==> src/rtl/draw_pkg.sv <==
// Shared drawing constants, widths and the plotter state encoding.
package draw_pkg;

  localparam int X_W   = 8;
  localparam int Y_W   = 7;
  localparam int SZ_W  = 5;
  localparam int COL_W = 3;

  localparam int               DEF_SCREEN_W  = 160;
  localparam int               DEF_SCREEN_H  = 120;
  localparam logic [COL_W-1:0] DEF_BG_COLOUR = 3'b000;

  typedef enum logic [1:0] {
    ST_IDLE  = 2'd0,
    ST_SCAN  = 2'd1,
    ST_CLEAR = 2'd2,
    ST_DONE  = 2'd3
  } state_e;

endpackage

==> src/rtl/scan_counter_2d.sv <==
// Loadable column/row counter pair walking a W x H area in row-major order.
// nxt_*_o expose the value the counters take at the coming edge.
module scan_counter_2d
  import draw_pkg::*;
(
  input  logic           clk,
  input  logic           rst_i,
  input  logic           load_i,
  input  logic           adv_i,
  input  logic [X_W-1:0] lim_w_i,
  input  logic [Y_W-1:0] lim_h_i,
  output logic [X_W-1:0] nxt_x_o,
  output logic [Y_W-1:0] nxt_y_o,
  output logic           last_o
);

  localparam logic [X_W-1:0] X_ONE = 1;
  localparam logic [Y_W-1:0] Y_ONE = 1;

  logic [X_W-1:0] cx_q, cx_d, w_q;
  logic [Y_W-1:0] cy_q, cy_d, h_q;
  logic           col_end, row_end;

  always_comb begin
    col_end = (cx_q == w_q - X_ONE);
    row_end = (cy_q == h_q - Y_ONE);
    last_o  = col_end && row_end;
    cx_d    = cx_q;
    cy_d    = cy_q;
    if (load_i) begin
      cx_d = '0;
      cy_d = '0;
    end else if (adv_i) begin
      if (col_end) begin
        cx_d = '0;
        cy_d = cy_q + Y_ONE;
      end else begin
        cx_d = cx_q + X_ONE;
      end
    end
    nxt_x_o = cx_d;
    nxt_y_o = cy_d;
  end

  always_ff @(posedge clk) begin
    if (rst_i) begin
      cx_q <= '0;
      cy_q <= '0;
      w_q  <= '0;
      h_q  <= '0;
    end else begin
      cx_q <= cx_d;
      cy_q <= cy_d;
      if (load_i) begin
        w_q <= lim_w_i;
        h_q <= lim_h_i;
      end
    end
  end

endmodule

==> src/rtl/rect_plotter.sv <==
// Rectangle / full-screen pixel scanner driving a single-pixel VGA write port.
// One pixel per cycle, every output registered; requests outside IDLE are dropped.
module rect_plotter
  import draw_pkg::*;
#(
  parameter int               SCREEN_W  = DEF_SCREEN_W,
  parameter int               SCREEN_H  = DEF_SCREEN_H,
  parameter logic [COL_W-1:0] BG_COLOUR = DEF_BG_COLOUR
) (
  input  logic             clk,
  input  logic             resetn,
  input  logic             start,
  input  logic             clear,
  input  logic             erase,
  input  logic [X_W-1:0]   drawX,
  input  logic [Y_W-1:0]   drawY,
  input  logic [SZ_W-1:0]  drawWidth,
  input  logic [SZ_W-1:0]  drawHeight,
  input  logic [COL_W-1:0] drawColour,
  output logic             busy,
  output logic             done,
  output logic [X_W-1:0]   vga_x,
  output logic [Y_W-1:0]   vga_y,
  output logic [COL_W-1:0] vga_colour,
  output logic             plot
);

  localparam logic [X_W:0]   SCR_W_EXT = (X_W+1)'(SCREEN_W);
  localparam logic [Y_W:0]   SCR_H_EXT = (Y_W+1)'(SCREEN_H);
  localparam logic [X_W-1:0] CLR_W     = X_W'(SCREEN_W);
  localparam logic [Y_W-1:0] CLR_H     = Y_W'(SCREEN_H);

  state_e           state_q;
  logic [X_W-1:0]   x_q, x_d;
  logic [Y_W-1:0]   y_q, y_d;
  logic [COL_W-1:0] col_q, col_d;

  logic             idle, accept_clear, accept_draw, zero_size;
  logic             cnt_load, cnt_adv, cnt_last;
  logic [X_W-1:0]   cnt_nxt_x, lim_w;
  logic [Y_W-1:0]   cnt_nxt_y, lim_h;
  logic [X_W:0]     px_d;
  logic [Y_W:0]     py_d;
  logic             plot_d;

  scan_counter_2d u_cnt (
    .clk     (clk),
    .rst_i   (resetn),
    .load_i  (cnt_load),
    .adv_i   (cnt_adv),
    .lim_w_i (lim_w),
    .lim_h_i (lim_h),
    .nxt_x_o (cnt_nxt_x),
    .nxt_y_o (cnt_nxt_y),
    .last_o  (cnt_last)
  );

  // Origin and colour are taken straight from the inputs on the accept cycle so
  // the first pixel can be registered on that same edge.
  always_comb begin
    idle         = (state_q == ST_IDLE);
    accept_clear = idle && clear;
    accept_draw  = idle && !clear && start;
    zero_size    = (drawWidth == '0) || (drawHeight == '0);
    cnt_load     = accept_clear || (accept_draw && !zero_size);
    cnt_adv      = ((state_q == ST_SCAN) || (state_q == ST_CLEAR)) && !cnt_last;
    lim_w        = accept_clear ? CLR_W : X_W'(drawWidth);
    lim_h        = accept_clear ? CLR_H : Y_W'(drawHeight);
    x_d          = x_q;
    y_d          = y_q;
    col_d        = col_q;
    if (accept_clear) begin
      x_d   = '0;
      y_d   = '0;
      col_d = BG_COLOUR;
    end else if (accept_draw) begin
      x_d   = drawX;
      y_d   = drawY;
      col_d = erase ? BG_COLOUR : drawColour;
    end
    px_d   = {1'b0, x_d} + {1'b0, cnt_nxt_x};
    py_d   = {1'b0, y_d} + {1'b0, cnt_nxt_y};
    plot_d = (px_d < SCR_W_EXT) && (py_d < SCR_H_EXT);
  end

  always_ff @(posedge clk) begin
    if (resetn) begin
      state_q    <= ST_IDLE;
      busy       <= 1'b0;
      done       <= 1'b0;
      plot       <= 1'b0;
      vga_x      <= '0;
      vga_y      <= '0;
      vga_colour <= '0;
      x_q        <= '0;
      y_q        <= '0;
      col_q      <= '0;
    end else begin
      x_q   <= x_d;
      y_q   <= y_d;
      col_q <= col_d;
      case (state_q)
        ST_IDLE: begin
          done <= 1'b0;
          if (cnt_load) begin
            state_q    <= accept_clear ? ST_CLEAR : ST_SCAN;
            busy       <= 1'b1;
            plot       <= plot_d;
            vga_x      <= px_d[X_W-1:0];
            vga_y      <= py_d[Y_W-1:0];
            vga_colour <= col_d;
          end else if (accept_draw) begin
            state_q <= ST_DONE;
            done    <= 1'b1;
          end
        end
        ST_SCAN, ST_CLEAR: begin
          if (cnt_last) begin
            state_q <= ST_DONE;
            busy    <= 1'b0;
            done    <= 1'b1;
            plot    <= 1'b0;
          end else begin
            plot       <= plot_d;
            vga_x      <= px_d[X_W-1:0];
            vga_y      <= py_d[Y_W-1:0];
            vga_colour <= col_d;
          end
        end
        ST_DONE: begin
          done    <= 1'b0;
          state_q <= ST_IDLE;
        end
        default: state_q <= ST_IDLE;
      endcase
    end
  end

endmodule

==> config.mk <==
export PLATFORM = sky130hd
export DESIGN_NAME = rect_plotter
export DESIGN_NICKNAME = d
export VERILOG_FILES = /design/src/rtl/draw_pkg.sv /design/src/rtl/scan_counter_2d.sv /design/src/rtl/rect_plotter.sv
export SDC_FILE = /design/constraint.sdc
export NUM_CORES = 1
export LEC_CHECK = 0
export BUFFER_PORTS_ARGS = -buffer_cell sky130_fd_sc_hd__clkbuf_2
export CORE_UTILIZATION = 31
export CTS_BUF_LIST = sky130_fd_sc_hd__clkbuf_4
export DETAILED_ROUTE_END_ITERATION = 7
export PLACE_DENSITY_LB_ADDON = 0.08
export SYNTH_ARGS = -nofsm -noshare
export SYNTH_HDL_FRONTEND = slang
export SYNTH_SLANG_ARGS = --single-unit
==> constraint.sdc <==
create_clock -name clk -period 5.7 [get_ports clk]
set_clock_uncertainty 0.1 [all_clocks]
set_input_delay 0.285 -clock clk [delete_from_list [all_inputs] [get_ports clk]]
set_output_delay 0.285 -clock clk [all_outputs]
set_load 0.005 [all_outputs]
==> summary.md, run 1 <==
| Metric | Value |
|---|---|
| Initial Utilization | 0.319 |
| Post-route setup TNS | 0 ns |
| Tot GR Track Use | 0.172 |
| Yosys warning count | 0 |
| Netlist cell types | 70 |
| Crit path kind | flop to flop |
| Post-DP HPWL | between 9000 and 10000 microns |
| Area post-placement | roughly 5000 sq um |
| Async SR Flop Fraction | 0 |
| Hold buffer count at cts | 10 |
| Root Driver | clkbuf_4 |
| Multi-input gate area | around 3000 sq um |
| Avg Cell Area, Syn | ~8.0 sq um |
| Cell leakage power | 2.05 nW |
| PwrDens | 286 nW/um^2 |
| Antenna violations before repair | 1 |
| Initial DRC Count | 190 |
| Min Clock Period, post-route | around 5.1 ns |
| Cell with the most instances after synthesis | nand2_1 |
| Max_slew headroom | 0.344 |
| Placed instance count | between 700 and 800 |
| Top cells by count, synth | 80 x nand2_1, 67 x dfxtp_1, 48 x a21oi_1 |
| Final wirelength | 13300 microns |
| CTS buffer count | 9 |
| Peak supply drop | roughly 0.11 mV |
| Leading area contributor after synthesis | dfxtp_1 |
| Reg2Reg Capture Point | plot$_SDFFE_PP0P_ |
| CP startpoint kind | flop |
| Routed Antenna Nets | 0 |
| MaxCap Viol Count | 0 |
| Die Wd | about 120 microns |
| Num rows | 44 |
| Final Hold Fails | 0 |
| H-Tree Depth | 3 |
| Wire length per cell | around 16 microns |
| Synth top area share | 0.288 |
| HP Class | input pin to flop |
| Nets@finish | between 600 and 700 |
| Layout Cell Area excl Fill | between 5000 and 6000 sq um |
| CP startpoint | state_q[0]$_SDFFE_PP0P_ |
| CP Max Fanout | 14 |
| Vias in the first global route | 3981 |
| Count of final setup violators | 0 |
| Max-slew violations | 0 |
| Non-filler cells, final | between 800 and 900 |
| Cells along the critical path | inv_1 > ha_1 > nor2b_1 > nand2_1 > nor2_1 > nor2_1 > buf_4 > o211ai_1 > o21ai_1 > ha_1 > fa_1 > a211oi_1 > o211ai_1 > mux2_2 > or3_1 > o311a_1 > o41ai_1 |
| Seq cells post-synth | 67 |
| Boundary Pins | between 50 and 60 |
| Synth top area cells | dfxtp_1 29%, nand2_1 6.5%, mux2i_1 6.0% |
| Post-synth EDFFs | 0 |
| Register area | roughly 1300 sq um |
| CP max stage delay | between 0.7 and 0.8 ns |
| GRT overflow | 0 |
| Port bufs | 53 |
| Gate Count Post-Synth | 585 |
| Overall Power | 1.49 mW |
| Critical R2R Launch | state_q[0]$_SDFFE_PP0P_ |
| Slew @ Worst Pin | just under 1 ns |
| DRC | 0 |
| R2R setup slack | between 0.5 and 0.6 ns |
| Reg2reg path depth | 17 |
| Unrepaired setup endpoints after global routing | false |
| HP Start | erase |
| Seq/Total Area, Yosys | 0.288 |
| Layout filler cell count | 1534 |
| Number of setup buffers added after CTS | 0 |
| Share of layout cells above drive strength 1 | 0.159 |
| Die Ht | 125 microns |
| DR pass1 iterations | 5 |
| Via count | 4297 |
| Mapped Area | 4650 sq um |
| CTS tree | yes |
| Hold depth | 4 |
| Critical Path Slowest Stage Cell | nor2_1 |
| Clock sink count | between 60 and 70 |
| CTS max path bufs | 2 |
| Top_reg_cell synth | dfxtp_1 |
| Crit path required time | 5.93 ns |
| CP Data Arrival Time | between 5 and 6 ns |
| First-pass GRT wire length | approximately 21000 microns |
| Min-Delay Endpoint | col_q[1]$_SDFF_PP0_ |
| Post-CTS resize count | 0 |
| Worst-Skew Late Latency | about 0.44 ns |
| Max Freq | about 0.20 GHz |
| Largest net degree at the start of global routing | a little under 50 |
| Die area | roughly 16000 sq um |
| Mapped Nets | approximately 640 |
| Via density per instance | 5.31 |
| Critical Path End Type | flop |
| Reg clk slew, reported paths | about 0.11 ns |
| Final Wtd Congestion | slightly above 0.8 |
| Synth-to-Final Area Change | 12.0% |
| Period utilization | 0.895 |
| Status | complete, no violations |
| Final core occ | 0.357 |
| Core footprint | around 15000 sq um |
## how the worst max path moves through the flow
stage / endpoint / cells past startpoint / slack (ns)
final: plot$_SDFFE_PP0P_ / 17 / 0.60
after global routing: plot$_SDFFE_PP0P_ / 17 / 0.14
after CTS: plot$_SDFFE_PP0P_ / 17 / 0.59
after detailed placement: plot$_SDFFE_PP0P_ / 17 / 0.67
after global placement: plot$_SDFFE_PP0P_ / 17 / 0.97
after floorplan: plot$_SDFFE_PP0P_ / 18 / 1.33
## placed cells by master, fill, tap and decap left out, types with 4 or more instances in the layout
cell type,count
nor3_1,14
buf_4,8
nor3b_1,4
dfxtp_1,67
and2_1,17
a21o_1,6
nand4_1,6
ha_1,21
a21oi_1,48
xor2_1,8
nor2_1,35
inv_1,17
dlygate4sd3_1,10
nand4b_1,4
mux2i_1,28
clkbuf_2,53
or4_1,8
xnor2_1,13
clkbuf_4,12
nand2_1,80
o21ai_0,21
a211oi_1,8
o211ai_1,22
o21ai_1,5
nand3_1,19
nor2b_1,12
or2_2,8
## power by group
part           switching (mW)  leakage [nW]  internal, mW
clock network           0.172        0.0568        0.0965
logic                   0.397          1.45         0.253
registers              0.0468         0.544         0.525
## metrics by stage
stage / setup slack [ns] / hold slack, ns
global placement: 0.972 / 0.349
CTS: 0.587 / 0.0755
finish: 0.599 / 0.121
global route: 0.136 / 0.0962
detailed placement: 0.667 / 0.356
floorplan: 1.33 / 0.321
## per-layer routing
layer	up-vias	GRT usage	wire, microns	part of all wire
li1	2166	-	-	-
met1	2047	0.211	6040	0.45
met2	80	0.293	6580	0.49
met3	4	0.0442	587	0.044
met4	0	0.0524	95	0.0071
met5	-	0	0	0
## critical path, delay by kind of cell (launching register included)
family                   cells  cell delay (ns)
AO/OA/AOI/OAI                6             1.22
flip-flops                   1             0.33
adder cells (fa/ha/maj)      3             0.95
multiplexers                 1             0.28
buffers and inverters        2             0.35
AND/OR/NAND/NOR              5             1.75
## kinds of logic (layout without fill, tap and decap cells)
logic type,after synthesis,count (layout),share of synthesized area
mux,33,33,0.0748
other cells,0,2,0
flops,67,67,0.288
fa+ha+maj,23,23,0.0651
buf+inv,64,102,0.0621
xor+xnor,21,21,0.0395
compound gates,146,146,0.209
simple gates,231,231,0.261
## registers in the layout, indices dropped and copies added (netlist names), 2 cells and up
signal	count
y_q	7
vga_x	8
u_cnt.cx_q	8
vga_y	7
u_cnt.w_q	5
vga_colour	3
col_q	3
u_cnt.h_q	6
state_q	2
u_cnt.cy_q	7
x_q	8
## layout make-up
type	count	share of cell area
repair buffers	72	0.0854
diodes	2	0.000960
inverters	17	0.0122
flip-flops and latches	67	0.257
well taps	184	0.0442
clock buffers	12	0.0173
clock inverters	1	0.000720
multi-input cells	454	0.582
(Power assumes the default switching activity.)
==> run 2, diff against run 1 <==
ABC_AREA = 1   (was not set)
==> run 2 against run 1 <==
  * Wire length fell by 6.6%
  * Non-clock buffer count fell by 8
  * Critical path depth rose by 7
  * First-iteration DRC count fell by 1.6%
  * Clock power rose by 4%
  * Sequential power rose by 21%
  * Fmax rose by 23%
  * Utilization rose by 0.50 points
  * Global-route usage rose by 0.80 points
  * Sequential share of layout area rose by 0.63 points
  * Final cell count rose by 15%
==> summary.md, run 2 <==
| Metric | Value |
|---|---|
| Via count | between 4000 and 5000 |
| Die Ht | around 120 microns |
| Async SR Flop Fraction | 0 |
| Largest net degree at the start of global routing | 47 |
| HP Start | drawWidth[0] |
| Cells along the critical path | inv_1 > ha_1 > nand3_2 > inv_2 > nand3_2 > nand2_1 > inv_2 > nand2_1 > inv_1 > nand3_1 > inv_1 > ha_1 > nand2_1 > inv_1 > nand4_1 > nand3_1 > nand2_1 > nand2_1 > nand2_1 > nand2_1 > nand2_1 > nor2_1 > o211ai_1 > a21oi_1 |
| Met2 WL | 5720 microns |
| Mapped Area | ~4500 sq um |
| Crit path kind | flop to flop |
| Clock sink count | 67 |
| DRC | 0 |
| Number of setup buffers added after CTS | 0 |
| Top cells by count, synth | 170 x nand2_1, 97 x nor2_1, 90 x inv_1 |
| Layout filler cell count | 1564 |
| Placed instance count | 900 |
| Critical path's top delay family | simple AND/OR/NAND/NOR gates |
| Final wirelength | between 10000 and 15000 microns |
| Synth-to-Final Area Change | 12.9% |
| CP max stage delay | 0.44 ns |
| First-pass GRT wire length | just over 20000 microns |
| Reg2Reg Capture Point | plot$_SDFFE_PP0P_ |
| Antenna violations before repair | 1 |
| Via density per instance | between 4 and 5 |
| Reg clk slew, reported paths | 0.11 ns |
| Leading area contributor after synthesis | dfxtp_1 |
| Final Hold Fails | 0 |
| CP startpoint kind | flop |
| Critical Path End Type | flop |
| Most used cell, CP | nand2_1 |
| Max Freq | roughly 0.24 GHz |
| Die area | ~15000 sq um |
| Commonest non-fill, non-tap cell in the layout | nand2_1 |
| Port bufs | 53 |
| Top Metal Used | met4 |
| PwrDens | about 470 nW/um^2 |
| CTS buffer count | 9 |
| CP Max Fanout | 23 |
| Register area | around 1300 sq um |
| Min Clock Period, post-route | 4.14 ns |
| Metal-1 WL | 6080 microns |
| Gate Count Post-Synth | 691 |
| Share of layout cells above drive strength 1 | 0.166 |
| Num rows | 43 |
| Post-DP HPWL | ~9500 microns |
| Avg Cell Area, Syn | around 6.5 sq um |
| Top_reg_cell synth | dfxtp_1 |
| Post-CTS resize count | 0 |
| Wire length per cell | 13.4 microns |
| HP Class | input pin to flop |
| Die Wd | approximately 120 microns |
| WL met3 | 472 microns |
| Synth top area cells | dfxtp_1 30%, nand2_1 14%, nor2_1 8.1% |
| Root Driver | clkbuf_4 |
| Cell with the most instances after synthesis | nand2_1 |
| Max_slew headroom | 0.254 |
| Synth top area share | 0.298 |
| H-Tree Depth | 3 |
| Post-synth EDFFs | 0 |
| Commonest cells after routing, fill and taps aside | 170 x nand2_1, 97 x nor2_1, 90 x inv_1 |
| Hold depth | 3 |
| Multi-input gate area | between 2000 and 3000 sq um |
| Slew @ Worst Pin | approximately 1.1 ns |
| GRT overflow | 0 |
| DR pass1 iterations | 5 |
| Tot GR Track Use | 0.180 |
| Post-route setup TNS | 0 ns |
| Nets@finish | roughly 800 |
| CP Data Arrival Time | ~4.4 ns |
| Peak supply drop | ~0.21 mV |
| Count of final setup violators | 0 |
| Initial Utilization | 0.321 |
| Period utilization | 0.726 |
| Yosys warning count | 0 |
| CTS max path bufs | 2 |
| Min-Delay Endpoint | u_cnt.w_q[0]$_SDFFE_PP0P_ |
| Seq cells post-synth | between 60 and 70 |
| Boundary Pins | 54 |
| CTS tree | yes |
| Seq/Total Area, Yosys | 0.298 |
| Max-slew violations | 0 |
| Critical Path Slowest Stage Cell | inv_2 |
| Unrepaired setup endpoints after global routing | false |
| Initial DRC Count | roughly 190 |
| Worst-Skew Late Latency | 0.45 ns |
| Biggest registers after layout | u_cnt.cx_q (8), vga_x (8), x_q (8) |
| Crit path required time | ~6.0 ns |
| R2R setup slack | 1.56 ns |
| MaxCap Viol Count | 0 |
| Critical R2R Launch | state_q[1]$_SDFFE_PP0P_ |
| Status | complete, no violations |
| Mapped Nets | 747 |
| Buffers & Inverters on Critical Path | 6 |
| Netlist cell types | 34 |
| Routed Antenna Nets | 0 |
| Core footprint | 14000 sq um |
| Reg2reg path depth | 24 |
| Cell leakage power | between 2 and 3 nW |
| Non-filler cells, final | 927 |
| Final Wtd Congestion | ~0.85 |
| Vias in the first global route | slightly above 4000 |
[run 2: changes by cell type after synthesis, moves of 10 or more]
| cell | previous run | this run |
|---|---|---|
| nor2_1 | 35 | 97 |
| mux2i_1 | 28 | 0 |
| clkbuf_1 | 31 | 15 |
| nor2b_1 | 12 | 0 |
| inv_1 | 17 | 90 |
| nand3_1 | 19 | 46 |
| or2_2 | 8 | 18 |
| o211ai_1 | 22 | 5 |
| nand2_1 | 80 | 170 |
| and2_1 | 17 | 0 |
| nor4_1 | 4 | 16 |
| a21oi_1 | 48 | 21 |
[run 2: routing by layer]
metal	up-vias	track usage
met1	1898	0.239
met5	-	0
met3	9	0.0376
met2	74	0.288
li1	2283	-
met4	0	0.0617
[run 2: worst max path at each step]
| stage | slack [ns] | end | startpoint | cells after the start |
|---|---|---|---|---|
| 6_report | 1.56 | plot$_SDFFE_PP0P_ | state_q[1]$_SDFFE_PP0P_ | 24 |
| 2_1_floorplan | 2.32 | plot$_SDFFE_PP0P_ | u_cnt.w_q[0]$_SDFFE_PP0P_ | 28 |
| 3_5_place_dp | 1.48 | plot$_SDFFE_PP0P_ | state_q[1]$_SDFFE_PP0P_ | 24 |
| 5_1_grt | 1.02 | plot$_SDFFE_PP0P_ | state_q[0]$_SDFFE_PP0P_ | 24 |
| 4_1_cts | 1.43 | plot$_SDFFE_PP0P_ | state_q[1]$_SDFFE_PP0P_ | 24 |
| 3_3_place_gp | 1.48 | plot$_SDFFE_PP0P_ | state_q[0]$_SDFFE_PP0P_ | 24 |
[run 2: logic make-up after synthesis]
logic type                 synth area share
and+or+nand+nor                       0.414
buffers and inverters                 0.112
DFF                                   0.298
AOI/OAI and AO/OA                    0.0688
adders and majority gates            0.0672
xor gates and xnor gates             0.0408
[run 2: final cells by class]
class	count	area share
tap	180	0.0443
clock inverter	4	0.00344
inverter	98	0.0743
antenna	1	0.000492
sequential	67	0.264
multi-input combinational	501	0.523
timing repair buffer	64	0.0733
clock buffer	12	0.0177
[run 2: worst min-delay path: cells and delay by family]
family                 cells  cell delay, ns
AO/OA/AOI/OAI              1            0.07
buffers and inverters      1            0.09
AND/OR/NAND/NOR            1            0.10
[run 2: through the flow]
stage          instance area (sq um)   util  worst slack (ns)  hold slack, ns  total power [mW]
4_1_cts                         5090  0.362              1.43        0.000438              2.45
6_report                        5090  0.362              1.56          0.0338              2.42
3_3_place_gp                    4880  0.347              1.48           0.356              2.15
5_1_grt                         5090  0.362              1.02         0.00809              2.69
2_1_floorplan                   4510      -              2.32           0.345              1.80
3_5_place_dp                    4880  0.347              1.48           0.360              2.14
[run 2: power breakdown]
group | internal (mW) | switching, mW
combinational | 0.502 | 0.945
clock | 0.100 | 0.178
sequential | 0.600 | 0.0901
total | 1.20 | 1.21
[run 2: repair_timing]
action / 4_1_cts / 5_1_grt
hold endpoints to repair: 10 / 0
hold buffers: 10 / 0
setup endpoints to repair: 0 / 0
==> run 3, diff against run 2 <==
clock period = 3.5 ns   (was 5.7 ns; I/O delays follow)
==> run 3 against run 2 <==
  * Sequential share of layout area is 4.3 points lower
  * Non-clock buffer count is 72 higher
  * Worst hold slack better by 0.023 ns
  * Via count is 5.7% higher
==> summary.md, run 3 (synthesis gave the netlist of run 2 again) <==
| Metric | Value |
|---|---|
| CP Data Arrival Time | around 3.6 ns |
| Nets@finish | around 870 |
| Final wirelength | ~13000 microns |
| Non-filler cells, final | 998 |
| CTS buffer count | 9 |
| Crit path kind | flop to flop |
| Area post-placement | ~5200 sq um |
| Layout Cell Area excl Fill | 6100 sq um |
| Initial DRC Count | roughly 270 |
| Count of final setup violators | 0 |
| DRC | 0 |
| CP startpoint kind | flop |
| Slack of the critical path | about 0.19 ns |
| Post-DP HPWL | a little under 10000 microns |
| DR pass1 iterations | 4 |
| Boundary Pins | 54 |
| Final Hold Fails | 0 |
| H-Tree Depth | 3 |
| Core footprint | 14000 sq um |
| Critical Path Slowest Stage Cell | dfxtp_2 |
| Max-slew violations | 0 |
| Commonest non-fill, non-tap cell in the layout | nand2_1 |
| Commonest cells after routing, fill and taps aside | 152 x nand2_1, 90 x nor2_1, 78 x inv_1 |
| Port bufs | 53 |
| Final Wtd Congestion | just over 0.8 |
| Layout filler cell count | about 1500 |
| Post-route setup TNS | 0 ns |
| CP startpoint | u_cnt.h_q[1]$_SDFFE_PP0P_ |
| Wire length per cell | ~13 microns |
| Vias in the first global route | ~4200 |
| Initial Utilization | 0.321 |
| Period utilization | 0.945 |
| Cell leakage power | roughly 3.0 nW |
| First-pass GRT wire length | 21200 microns |
| CTS tree | yes |
| PwrDens | about 800 nW/um^2 |
| Routed Antenna Nets | 0 |
| Critical Path End Type | flop |
| Tot GR Track Use | 0.186 |
| Max Freq | between 0.3 and 0.4 GHz |
| MaxCap Viol Count | 0 |
| Share of layout cells above drive strength 1 | 0.299 |
| Die Wd | 123 microns |
| Overall Power | 4.90 mW |
| Worst-Skew Late Latency | between 0.4 and 0.5 ns |
| Clock sink count | 67 |
| Unrepaired setup endpoints after global routing | true |
| Critical R2R Launch | u_cnt.h_q[1]$_SDFFE_PP0P_ |
| Crit path required time | approximately 3.8 ns |
| Status | complete, no violations |
| CP Max Fanout | 7 |
| Die Ht | 123 microns |
| Num rows | 43 |
| HP Class | input pin to flop |
| Via count | between 4000 and 5000 |
| Final core occ | 0.435 |
| Placed instance count | around 940 |
| Slew @ Worst Pin | about 0.80 ns |
| Register area | 1350 sq um |
| Pre-CTS setup slack | -0.0826 ns |
| Max_slew headroom | 0.464 |
| Buffers & Inverters on Critical Path | 5 |
| Die area | approximately 15000 sq um |
| Reg clk slew, reported paths | between 0.1 and 0.15 ns |
| Largest net degree at the start of global routing | 46 |
| GRT overflow | 0 |
| Min Clock Period, post-route | ~3.3 ns |
| HP Start | start |
| Via density per instance | 4.51 |
| Biggest registers after layout | u_cnt.cx_q (8), vga_x (8), x_q (8) |
| WHS | around 0.057 ns |
| CTS max path bufs | 2 |
| Multi-input gate area | slightly below 3000 sq um |
| Most used cell, CP | nand2_1 |
| CP max stage delay | 0.34 ns |
| Critical path's top delay family | simple AND/OR/NAND/NOR gates |
| Antenna violations before repair | 1 |
| Peak supply drop | 0.366 mV |
| Synth-to-Final Area Change | 35.4% |
| Root Driver | clkbuf_4 |
==> run 3: cell count changes in the layout (fill, tap and decap cells not counted), sizes merged <==
cell	change
buf	+52
dlygate4sd3	+20
bufinv	+3
clkbuf	-3
clkinv	-2
clkinvlp	+1
==> run 3: layer usage <==
layer  vias up  track usage  share of wire
met4         0       0.0549         0.0077
met3         9       0.0497          0.046
li1       2435            -              -
met5         -            0              0
met1      1981        0.238           0.49
met2        80        0.306           0.46
==> run 3: repair_timing <==
action / in CTS / in global routing
gates resized for setup: 14 / 76
hold endpoints to repair: 28 / 0
hold buffers: 30 / 0
buffers inserted: 0 / 11
endpoints found under the setup margin: 1 / 9
pin swaps: 4 / 44
==> run 3: final cells by class <==
type	count	share of cell area
antenna	1	0.000410
clock buffer	9	0.0111
clock inverter	6	0.0189
inverter	98	0.0627
multi-input combinational	501	0.486
sequential	67	0.221
tap	180	0.0369
timing repair buffer	136	0.164
==> run 3: report_power, final <==
part	total (mW)	switching (mW)	internal, mW
Sequential	1.13	0.147	0.978
Clock	0.686	0.327	0.359
Combinational	3.08	1.77	1.31
==> run 3: path summary, 6_finish.rpt <==
| check | endpoint | slack, ns | cells past startpoint |
|---|---|---|---|
| min | state_q[1]$_SDFFE_PP0P_ | 0.06 | 4 |
| max reg2reg | plot$_SDFFE_PP0P_ | 0.19 | 30 |
| min reg2reg | vga_x[2]$_SDFFE_PP0P_ | 0.37 | 2 |
| max | plot$_SDFFE_PP0P_ | 0.19 | 30 |
==> run 3: worst register-to-register path, delay by kind of cell (launching register included) <==
kind | cells | cell delay, ns
and+or+nand+nor | 21 | 1.76
buffers and inverters | 5 | 0.41
adders and majority gates | 2 | 0.39
DFF | 1 | 0.34
AOI/OAI and AO/OA | 2 | 0.23
